==> src/rtl/echo_indication_pkg.sv <==
// Shared types and header layout for the indication serializer.
// The header word is built at 32 bits; wider data words are zero-extended by the caller.
package echo_indication_pkg;

    typedef enum logic [1:0] {
        IDLE,
        HEADER,
        PAYLOAD
    } ser_state_e;

    localparam int unsigned TAG_LSB = 0;
    localparam int unsigned TAG_W   = 16;
    localparam int unsigned LEN_LSB = 16;
    localparam int unsigned LEN_W   = 16;
    localparam int unsigned HDR_W   = 32;

    function automatic logic [HDR_W-1:0] build_header(
        input logic [TAG_W-1:0] tag,
        input logic [LEN_W-1:0] len
    );
        logic [HDR_W-1:0] word;
        word                   = '0;
        word[TAG_LSB +: TAG_W] = tag;
        word[LEN_LSB +: LEN_W] = len;
        return word;
    endfunction

endpackage

==> src/rtl/indication_msg_fifo.sv <==
// Synchronous message FIFO with wrap-bit pointers; head is read from the register array.
// Push when full is prevented upstream; pop and push may coincide at any fill level.
module indication_msg_fifo #(
    parameter int unsigned WIDTH = 8,
    parameter int unsigned DEPTH = 4
) (
    input  logic                       clk,
    input  logic                       rst,
    input  logic                       push_i,
    input  logic [WIDTH-1:0]           push_data_i,
    input  logic                       pop_i,
    output logic                       full_o,
    output logic                       empty_o,
    output logic [$clog2(DEPTH):0]     count_o,
    output logic [WIDTH-1:0]           head_o
);

    localparam int unsigned AW = $clog2(DEPTH);

    logic [WIDTH-1:0] mem_q [DEPTH];
    logic [AW:0]      wr_q;
    logic [AW:0]      rd_q;

    assign empty_o = (wr_q == rd_q);
    assign full_o  = (wr_q[AW] != rd_q[AW]) && (wr_q[AW-1:0] == rd_q[AW-1:0]);
    assign count_o = wr_q - rd_q;
    assign head_o  = mem_q[rd_q[AW-1:0]];

    always_ff @(posedge clk) begin
        if (rst) begin
            wr_q <= '0;
            rd_q <= '0;
        end else begin
            if (push_i) begin
                mem_q[wr_q[AW-1:0]] <= push_data_i;
                wr_q                <= wr_q + 1'b1;
            end
            if (pop_i) begin
                rd_q <= rd_q + 1'b1;
            end
        end
    end

endmodule

==> src/rtl/echo_indication_serializer.sv <==
// Round-robin arbitration of indication method calls into a message FIFO,
// serialized onto the outbound pipe as a header word followed by argument words.
module echo_indication_serializer
    import echo_indication_pkg::*;
#(
    parameter int unsigned DATA_WIDTH  = 32,
    parameter int unsigned NUM_METHODS = 4,
    parameter int unsigned ARG_WORDS   = 2,
    parameter int unsigned FIFO_DEPTH  = 4,
    parameter int unsigned TAG_BASE    = 1
) (
    input  logic                                    CLK,
    input  logic                                    RST,
    input  logic [NUM_METHODS-1:0]                  say__ENA,
    input  logic [NUM_METHODS*ARG_WORDS*DATA_WIDTH-1:0] say_args,
    output logic [NUM_METHODS-1:0]                  say__RDY,
    output logic                                    pipe_enq__ENA,
    output logic [DATA_WIDTH-1:0]                   pipe_enq_v,
    output logic                                    pipe_enq_last,
    input  logic                                    pipe_enq__RDY
);

    localparam int unsigned IDXW = (NUM_METHODS > 1) ? $clog2(NUM_METHODS) : 1;
    localparam int unsigned ARGB = ARG_WORDS * DATA_WIDTH;
    localparam int unsigned MSGW = IDXW + ARGB;
    localparam int unsigned KW   = $clog2(ARG_WORDS + 1);
    localparam int unsigned CW   = $clog2(FIFO_DEPTH) + 1;
    localparam logic [KW-1:0] KLAST = KW'(ARG_WORDS - 1);

    ser_state_e       state_q;
    logic [KW-1:0]    k_q;
    logic [IDXW-1:0]  rr_q;

    logic             fifo_full;
    logic             fifo_empty;
    logic [CW-1:0]    fifo_count;
    logic [MSGW-1:0]  fifo_head;
    logic [MSGW-1:0]  push_data;

    logic [IDXW-1:0]  win_idx;
    logic             win_vld;
    logic [IDXW-1:0]  idx;
    logic             blocked;

    logic             xfer;
    logic             pop;
    logic             more;
    logic [IDXW-1:0]  head_idx;
    logic [ARGB-1:0]  head_args;
    logic [DATA_WIDTH-1:0] hdr_word;
    logic [DATA_WIDTH-1:0] pay_word;

    // Walk methods in round-robin order; a method is ready until an earlier one requests.
    always_comb begin
        say__RDY = '0;
        win_vld  = 1'b0;
        win_idx  = '0;
        blocked  = 1'b0;
        idx      = '0;
        if (!RST && !fifo_full) begin
            for (int unsigned off = 0; off < NUM_METHODS; off++) begin
                idx           = IDXW'((32'(rr_q) + off) % NUM_METHODS);
                say__RDY[idx] = !blocked;
                if (say__ENA[idx] && !blocked) begin
                    win_vld = 1'b1;
                    win_idx = idx;
                end
                blocked = blocked | say__ENA[idx];
            end
        end
    end

    assign push_data = {win_idx, say_args[32'(win_idx)*ARGB +: ARGB]};

    indication_msg_fifo #(
        .WIDTH (MSGW),
        .DEPTH (FIFO_DEPTH)
    ) u_fifo (
        .clk         (CLK),
        .rst         (RST),
        .push_i      (win_vld),
        .push_data_i (push_data),
        .pop_i       (pop),
        .full_o      (fifo_full),
        .empty_o     (fifo_empty),
        .count_o     (fifo_count),
        .head_o      (fifo_head)
    );

    assign head_idx  = fifo_head[MSGW-1 -: IDXW];
    assign head_args = fifo_head[ARGB-1:0];
    assign hdr_word  = DATA_WIDTH'(build_header(TAG_W'(TAG_BASE + 32'(head_idx)),
                                                LEN_W'(ARG_WORDS + 1)));
    assign pay_word  = head_args[32'(k_q)*DATA_WIDTH +: DATA_WIDTH];

    assign xfer          = (state_q != IDLE) && pipe_enq__RDY && !RST;
    assign pop           = xfer && (state_q == PAYLOAD) && (k_q == KLAST);
    assign more          = (fifo_count > CW'(1)) || win_vld;
    assign pipe_enq__ENA = xfer;

    always_comb begin
        pipe_enq_v    = '0;
        pipe_enq_last = 1'b0;
        case (state_q)
            HEADER:  pipe_enq_v = hdr_word;
            PAYLOAD: begin
                pipe_enq_v    = pay_word;
                pipe_enq_last = (k_q == KLAST);
            end
            default: ;
        endcase
    end

    // Leaving IDLE on the push itself gives a header the cycle after acceptance.
    always_ff @(posedge CLK) begin
        if (RST) begin
            state_q <= IDLE;
            k_q     <= '0;
            rr_q    <= '0;
        end else begin
            if (win_vld) begin
                rr_q <= IDXW'((32'(win_idx) + 1) % NUM_METHODS);
            end
            case (state_q)
                IDLE: begin
                    if (!fifo_empty || win_vld) state_q <= HEADER;
                end
                HEADER: begin
                    if (xfer) begin
                        state_q <= PAYLOAD;
                        k_q     <= '0;
                    end
                end
                PAYLOAD: begin
                    if (xfer) begin
                        if (k_q == KLAST) begin
                            k_q     <= '0;
                            state_q <= more ? HEADER : IDLE;
                        end else begin
                            k_q <= k_q + 1'b1;
                        end
                    end
                end
                default: state_q <= IDLE;
            endcase
        end
    end

endmodule

==> config.mk <==
export PLATFORM = sky130hd
export DESIGN_NAME = echo_indication_serializer
export DESIGN_NICKNAME = d
export VERILOG_FILES = /design/src/rtl/echo_indication_pkg.sv /design/src/rtl/indication_msg_fifo.sv /design/src/rtl/echo_indication_serializer.sv
export SDC_FILE = /design/constraint.sdc
export NUM_CORES = 1
export LEC_CHECK = 0
export CORE_MARGIN = 4
export CORE_UTILIZATION = 45
export CTS_BUF_LIST = sky130_fd_sc_hd__clkbuf_8
export CTS_CLUSTER_DIAMETER = 50
export DETAILED_ROUTE_END_ITERATION = 8
export PLACE_DENSITY = 0.73
export RECOVER_POWER = 50
export SLEW_MARGIN = 30
export SYNTH_ARGS = -nofsm -noshare
export SYNTH_HDL_FRONTEND = slang
export SYNTH_HIERARCHICAL = 1
export SYNTH_SLANG_ARGS = --single-unit
==> constraint.sdc <==
create_clock -name CLK -period 8.09 [get_ports CLK]
set_input_delay 2.427 -clock CLK [delete_from_list [all_inputs] [get_ports CLK]]
set_output_delay 2.427 -clock CLK [all_outputs]
set_load 0.005 [all_outputs]
==> impl_metrics.py, run 1 <==
metrics = {
    "grt": {
        "grt_overflow": 0,
        "grt_pass1_wl_um": 44300,
        "grt_pass1_vias": 7930,
        "grt_antenna_before_repair": 0,
        "grtUsageTotal_pct": 18.4,
        "grt_max_degree": 69,
    },
    "place": {
        "io_buffers": 300,
        "placed_area_mm2": 0.0164,
        "hpwl_um": 20100,
        "pre_cts_slack_ns": 0.859,
        "gp_congestion": 0.757,
    },
    "cells_and_area": {
        "finish.net_count": 1242,
        "antennaDiodeCount": 0,
        "fillers": 2067,
        "synthToLayoutAreaGrowth_pct": 31.7,
        "final_area_mm2": 0.0172,
        "drive_gt1_share_pct": 15.7,
    },
    "power": {
        "vdd_drop_max_mv": 0.135,
        "p_per_area_mw_per_mm2": 252,
        "leakagePower_uw": 0.00557,
    },
    "cts": {
        "cts_tree": "built",
        "cts_hold_buf": 0,
        "post_cts_resized": 0,
        "clkTransAtPathRegs_ns": 0.06,
        "clockBufferDepth": 3,
        "insertion_delay_ns": 0.54,
        "clkSinkCount": 278,
        "htree_levels": 2,
        "cts-root-buf": "clkbuf_8",
        "post_cts_buffers": 0,
        "cts_buffers": 45,
    },
    "setup_path": {
        "critPathLaunchType": "input pin",
        "arrival_ns": 4.90,
        "reg2reg_to": "u_fifo/mem_q[2][43]",
        "reg2reg_depth": 8,
        "required_ns": 5.66,
        "worst-path-max-fanout": 8,
        "end_kind": "output pin",
        "r2r_slack_ns": 2.30,
        "r2r_start": "rr_q[0]",
        "worstSetupPathType": "input pin to output pin",
    },
    "sta": {
        "slew_headroom_pct": -108,
        "setup_viol": 0,
        "fin_crit_sh_pct": 90.5,
        "finalHoldViolations": 0,
        "fin_tns_setup_ns": 0,
        "fin_hold_ws_ns": 0.508,
        "fmax_ghz": 0.137,
        "finalClockSkew_ns": 0.0223,
        "setup_slack_ns": 0.765,
        "worst_pin_slew_ns": 3.12,
        "rsz0062_at_grt": "false",
        "min_period_ns": 7.32,
        "drv_slew": 229,
    },
    "outcome": {
        "failed_checks": "capacitance limit, slew limit",
        "status": "finished with violations",
    },
    "routing": {
        "routedWlPerCell_um": 21.5,
        "drc": 0,
        "drt_wl_total_um": 29600,
        "via_per_inst": 5.43,
        "drt_iter0_markers": 409,
        "routed-via-count": 7482,
        "dr.pass1.iters": 5,
        "ant_nets": 0,
    },
    "die": {
        "dieArea_mm2": 0.0318,
        "core_mm2": 0.0286,
        "start_util_pct": 45.6,
        "rows": 62,
        "num_io_pins": 301,
        "die_x_um": 178,
        "die_y_um": 178,
    },
    "hold_path": {
        "worstHoldPathType": "register to register",
        "holdPathStages": 2,
        "min-delay-start": "k_q[1]",
        "hold-path-endpoint": "k_q[1]",
    },
    "job": {
        "maxCapViolations": 6,
    },
    "logic_synthesis": {
        "synth_cells": 641,
        "syn_area_mm2": 0.0131,
        "syn-mean-instance-area_um2": 20.4,
        "synth_nets": 921,
        "yosysWarnings": 6,
    },
}
## worst max-delay path, cell delays in order
cell             delay (ns)
dlygate4sd3_1          0.62
mux4_2                 0.59
or3_4                  0.45
a211oi_1               0.27
clkdlybuf4s50_1        0.54
## state kept, by name (all words and copies together) (netlist names), named ones only
| register | flops |
|---|---|
| k_q | 2 |
| rr_q | 2 |
| state_q | 2 |
| u_fifo/mem_q | 264 |
| u_fifo/rd_q | 3 |
| u_fifo/wr_q | 3 |
## area by class of cell
class | instances | area (um^2) | area share (%)
flip-flops and latches | 278 | 8220 | 47.8
inverters | 12 | 45.0 | 0.262
clock inverters | 31 | 165 | 0.961
repair buffers | 312 | 3110 | 18.1
well taps | 384 | 480 | 2.79
multi-input cells | 313 | 4520 | 26.3
clock buffers | 48 | 661 | 3.84
## per-stage QoR
step,instances,power [uW],util [%]
floorplan,641,2870,-
global placement,1295,3220,57.1
detailed placement,1298,3260,57.3
CTS,1377,4370,60.2
global route,1378,4560,60.1
finish,1378,4330,60.1
## worst max path at each step
stage	start	endpoint	slack [ns]	cells past startpoint
after CTS	say__ENA[0]	say__RDY[1]	0.85	5
final	say__ENA[2]	say__RDY[1]	0.77	5
after floorplan	RST	u_fifo/mem_q[3][0]	1.51	7
after global placement	say__ENA[0]	say__RDY[2]	0.92	5
after detailed placement	say__ENA[0]	say__RDY[1]	0.86	5
after global routing	RST	u_fifo/mem_q[2][7]	0.51	8
## layer usage
metal	up-vias	routed length [um]	global-route usage, %
met1	3751	11700	23.7
met5	-	0	0
li1	3409	-	-
met2	282	15100	31.6
met3	40	2340	4.77
met4	0	441	4.25
## power breakdown
| part | internal, uW | switching [uW] |
|---|---|---|
| clock network | 581 | 516 |
| logic | 642 | 607 |
| registers | 1930 | 47.9 |
| total | 3150 | 1170 |
## cell usage in the layout (no fill, tap or decap), types with 13 or more instances in the layout
master           instances
a211oi_1                13
clkbuf_8                48
clkdlybuf4s50_1        298
edfxtp_1               264
ha_1                    16
inv_1                   28
mux2i_1                 37
mux4_1                  50
mux4_2                  84
nor2_1                  43
(Power assumes the default switching activity.)
==> inputs of run 2 (changes only) <==
CORE_UTILIZATION = 30   (was 45)
CTS_CLUSTER_DIAMETER = 60   (was 50)
PLACE_DENSITY = unset   (was 0.73)
==> impl_metrics.py, run 2 (same netlist as run 1, synthesis figures left out) <==
metrics = {
    "outcome": {
        "status": "finished with violations",
        "failed_checks": "capacitance limit, slew limit",
    },
    "setup_path": {
        "end_kind": "output pin",
        "worst-path-max-fanout": 8,
        "crit_family": "buffers and inverters",
        "critPathLaunchType": "input pin",
        "critPathSlowestCell": "dlygate4sd3_1",
        "crit_buf_inv": 2,
        "crit_chain": "dlygate4sd3_1 -> mux4_2 -> or3_4 -> a211oi_1 -> clkdlybuf4s50_1",
        "required_ns": 5.66,
        "critPathMaxStageDelay_ns": 0.62,
        "worstSetupPathType": "input pin to output pin",
        "arrival_ns": 4.88,
    },
    "power": {
        "p_int_uw": 3180,
        "seqPwrFrac_pct": 45.0,
        "vdd_drop_max_mv": 0.109,
        "p_comb_share_pct": 28.8,
        "clock_power_share_pct": 26.1,
        "p_per_area_mw_per_mm2": 252,
        "report.power.total_uw": 4400,
        "leakagePower_uw": 0.00562,
        "switching_share_pct": 27.8,
        "p_switching_uw": 1220,
    },
    "routing": {
        "routed-via-count": 7533,
        "drt_iter0_markers": 474,
        "drc": 0,
        "drt_wl_total_um": 32300,
        "ant_nets": 0,
        "via_per_inst": 4.75,
        "dr.pass1.iters": 4,
        "routedWlPerCell_um": 20.4,
    },
    "die": {
        "num_io_pins": 301,
        "dieArea_mm2": 0.0469,
        "die_y_um": 217,
        "start_util_pct": 30.3,
        "rows": 76,
        "die_x_um": 217,
        "core_mm2": 0.0431,
    },
    "grt": {
        "busiest_layer": "met2",
        "use_met1_pct": 16.6,
        "grt_pass1_vias": 8386,
        "grt_pass1_wl_um": 48400,
        "grtUsageTotal_pct": 13.4,
        "grt_antenna_before_repair": 1,
        "grt.met2_usage_pct": 23.9,
        "grt_use_met3_pct": 3.42,
        "grt_max_degree": 69,
        "grt_overflow": 0,
    },
    "cells_and_area": {
        "fillers": 3885,
        "finish.net_count": 1243,
        "final_cell_mix": "298 x clkdlybuf4s50_1, 264 x edfxtp_1, 84 x mux4_2, 50 x mux4_1, 47 x clkbuf_8",
        "synthToLayoutAreaGrowth_pct": 33.9,
        "seqCellArea_mm2": 0.00822,
        "mostFrequentLayoutCell": "clkdlybuf4s50_1",
        "drive_gt1_share_pct": 15.9,
        "largest_reg_flops": 264,
        "finalNonFillerCells": 1585,
        "multi_input_area_mm2": 0.00452,
    },
    "sta": {
        "fin_tns_setup_ns": 0,
        "finalHoldViolations": 0,
        "fmax_ghz": 0.137,
        "slew_headroom_pct": -93.4,
        "rsz0062_at_grt": "false",
        "setup_viol": 0,
        "finalClockSkew_ns": 0.0139,
        "drv_slew": 233,
        "min_period_ns": 7.31,
        "worst_pin_slew_ns": 2.90,
        "fin_crit_sh_pct": 90.3,
    },
    "cts": {
        "cts_buffers": 47,
        "post_cts_buffers": 0,
        "clockBufferDepth": 3,
        "post_cts_resized": 0,
        "clkTransAtPathRegs_ns": 0.06,
        "cts-root-buf": "clkbuf_8",
        "htree_levels": 2,
        "cts_tree": "built",
        "cts_hold_buf": 0,
        "clkSinkCount": 278,
        "insertion_delay_ns": 0.56,
    },
    "hold_path": {
        "worstHoldPathType": "register to register",
    },
    "place": {
        "gp_congestion": 0.775,
        "dp.cells": 1497,
        "hpwl_um": 21100,
        "io_buffers": 300,
    },
    "job": {
        "maxCapViolations": 7,
    },
}
## run 2: final timing paths
check / startpoint / endpoint / depth (start not counted) / slack [ns]
setup / recovery: say__ENA[2] / say__RDY[0] / 5 / 0.78
hold / removal: k_q[1] / k_q[1] / 2 / 0.53
setup reg to reg: rr_q[0] / u_fifo/mem_q[3][24] / 8 / 2.35
hold reg to reg: k_q[1] / k_q[1] / 2 / 0.53
## run 2: worst reg2reg max path: stages (launching register included)
cell	delay (ns)
dfxtp_1	0.63
inv_1	0.20
ha_1	0.46
mux4_2	0.60
nor2b_1	0.15
o211ai_1	0.13
nand2_1	1.87
buf_4	0.67
mux4_1	0.73
## run 2: area by class of cell
cell class	count	area share, %
Antenna cell	1	0.0143
Timing Repair Buffer	311	17.7
Tap cell	585	4.19
Sequential cell	278	47.0
Clock buffer	47	3.70
Clock inverter	38	1.25
Multi-Input combinational cell	313	25.9
Inverter	12	0.258
## run 2: power by group through the flow
stage / Sequential [uW] / Clock, uW / Combinational (uW)
floorplan: 1990 / 0 / 880
global route: 1990 / 1270 / 1390
CTS: 1980 / 1200 / 1280
finish: 1980 / 1150 / 1270
detailed placement: 2010 / 0 / 1280
global placement: 2000 / 0 / 1250
## run 2: stage by stage
step	setup WS, ns	area, um^2	hold WS [ns]	util (%)
after global routing	0.645	17500	0.578	40.6
after detailed placement	0.870	16600	0.513	38.6
after floorplan	1.51	13100	0.463	-
final	0.781	17500	0.532	40.6
after CTS	0.863	17500	0.524	40.6
after global placement	0.907	16600	0.492	38.5
## run 2: metal layers
layer  vias to the layer above  share of wire [%]
li1                       3409                  -
met1                      3856                 41
met2                       232                 51
met3                        34                6.1
met4                         2                1.3
met5                         -              0.062
==> inputs of run 3 (changes only) <==
CTS_CLUSTER_DIAMETER = unset   (was 60)
==> impl_metrics.py, run 3 (same netlist as run 1, synthesis figures left out) <==
metrics = {
    "power": {
        "p_per_area_mw_per_mm2": 252,
        "report.power.total_uw": 4410,
        "leakagePower_uw": 0.00562,
        "p_comb_share_pct": 28.8,
        "clock_power_share_pct": 26.3,
        "seqPwrFrac_pct": 44.9,
        "switching_share_pct": 27.7,
        "vdd_drop_max_mv": 0.109,
        "p_int_uw": 3190,
        "p_switching_uw": 1220,
    },
    "cts": {
        "post_cts_resized": 0,
        "cts_tree": "built",
        "post_cts_buffers": 0,
        "cts-root-buf": "clkbuf_8",
        "cts_hold_buf": 0,
        "clkTransAtPathRegs_ns": 0.05,
        "htree_levels": 2,
        "clockBufferDepth": 3,
        "cts_buffers": 47,
        "insertion_delay_ns": 0.55,
        "clkSinkCount": 278,
    },
    "sta": {
        "min_period_ns": 7.31,
        "rsz0062_at_grt": "false",
        "drv_slew": 233,
        "finalClockSkew_ns": 0.0142,
        "setup_viol": 0,
        "slew_headroom_pct": -94.1,
        "fin_tns_setup_ns": 0,
        "finalHoldViolations": 0,
        "fmax_ghz": 0.137,
        "worst_pin_slew_ns": 2.91,
        "fin_crit_sh_pct": 90.4,
    },
    "setup_path": {
        "end_kind": "output pin",
        "worst-path-max-fanout": 8,
        "reg2reg_to": "u_fifo/mem_q[3][24]",
        "reg2reg_depth": 8,
        "r2r_slack_ns": 2.34,
        "required_ns": 5.66,
        "setup.worst_path.start": "say__ENA[2]",
        "arrival_ns": 4.88,
        "crit_end": "say__RDY[0]",
        "worstSetupPathType": "input pin to output pin",
        "r2r_start": "rr_q[0]",
        "critPathLaunchType": "input pin",
    },
    "routing": {
        "drc": 0,
        "ant_nets": 0,
        "dr.pass1.iters": 6,
        "routedWlPerCell_um": 20.4,
        "via_per_inst": 4.76,
        "routed-via-count": 7545,
        "drt_iter0_markers": 442,
        "drt_wl_total_um": 32300,
    },
    "cells_and_area": {
        "synthToLayoutAreaGrowth_pct": 34.0,
        "mostFrequentLayoutCell": "clkdlybuf4s50_1",
        "final_cell_mix": "298 x clkdlybuf4s50_1, 264 x edfxtp_1, 84 x mux4_2, 50 x mux4_1, 48 x clkbuf_8",
        "drive_gt1_share_pct": 16.0,
        "largest_reg_flops": 264,
        "finish.net_count": 1243,
    },
    "die": {
        "dieArea_mm2": 0.0469,
        "die_y_um": 217,
        "core_mm2": 0.0431,
        "num_io_pins": 301,
        "die_x_um": 217,
        "start_util_pct": 30.3,
        "rows": 76,
    },
    "outcome": {
        "status": "finished with violations",
        "failed_checks": "capacitance limit, slew limit",
    },
    "place": {
        "io_buffers": 300,
        "hpwl_um": 21100,
        "gp_congestion": 0.775,
    },
    "grt": {
        "grt_antenna_before_repair": 1,
        "grtUsageTotal_pct": 13.4,
        "grt_max_degree": 69,
        "grt_pass1_vias": 8390,
        "grt_overflow": 0,
        "grt_pass1_wl_um": 48500,
    },
    "job": {
        "maxCapViolations": 7,
    },
    "hold_path": {
        "worstHoldPathType": "register to register",
        "min-delay-start": "k_q[1]",
    },
}
-- run 3: area by class of cell --
class	instances	area, um^2
fill	3884	25600
tap	585	732
inverter	12	45.0
multi-input combinational	313	4520
antenna	1	2.50
timing repair buffer	311	3100
sequential	278	8220
clock inverter	37	215
clock buffer	48	661
-- run 3: worst max-delay path, cell delays in order --
cell and delay, ns:
dlygate4sd3_1 0.63, mux4_2 0.58, or3_4 0.45, a211oi_1 0.26, clkdlybuf4s50_1 0.54
-- run 3: layer usage --
metal  wire length [um]  share of wire (%)  global-route usage [%]  vias to the layer above
li1                   -                  -                       -                     3412
met1              13300                 41                    16.6                     3843
met2              16500                 51                    23.9                      249
met3               2030                6.3                    3.45                       39
met4                459                1.4                    2.79                        2
met5                 20              0.062                       0                        -
-- run 3: worst min path at each step --
stage               endpoint  cells past startpoint
CTS                   k_q[1]                      2
detailed placement    k_q[1]                      2
global placement      k_q[1]                      2
global route          k_q[1]                      2
finish                k_q[1]                      2
floorplan             k_q[1]                      2
-- run 3: stage by stage --
| stage | setup slack (ns) | hold slack (ns) | utilization (%) | std cells | area (um^2) |
|---|---|---|---|---|---|
| after floorplan | 1.51 | 0.463 | - | 641 | 13100 |
| after global placement | 0.907 | 0.492 | 38.5 | 1496 | 16600 |
| after detailed placement | 0.870 | 0.513 | 38.6 | 1497 | 16600 |
| after CTS | 0.863 | 0.524 | 40.6 | 1582 | 17500 |
| after global routing | 0.647 | 0.578 | 40.6 | 1584 | 17500 |
| final | 0.779 | 0.533 | 40.6 | 1585 | 17500 |
-- run 3: power by group through the flow --
| stage | sequential [uW] | clock, uW | combinational, uW |
|---|---|---|---|
| 2_1_floorplan | 1990 | 0 | 880 |
| 3_5_place_dp | 2010 | 0 | 1280 |
| 4_1_cts | 1980 | 1210 | 1280 |
| 5_1_grt | 1990 | 1280 | 1390 |
| 6_report | 1980 | 1160 | 1270 |
| 3_3_place_gp | 2000 | 0 | 1250 |
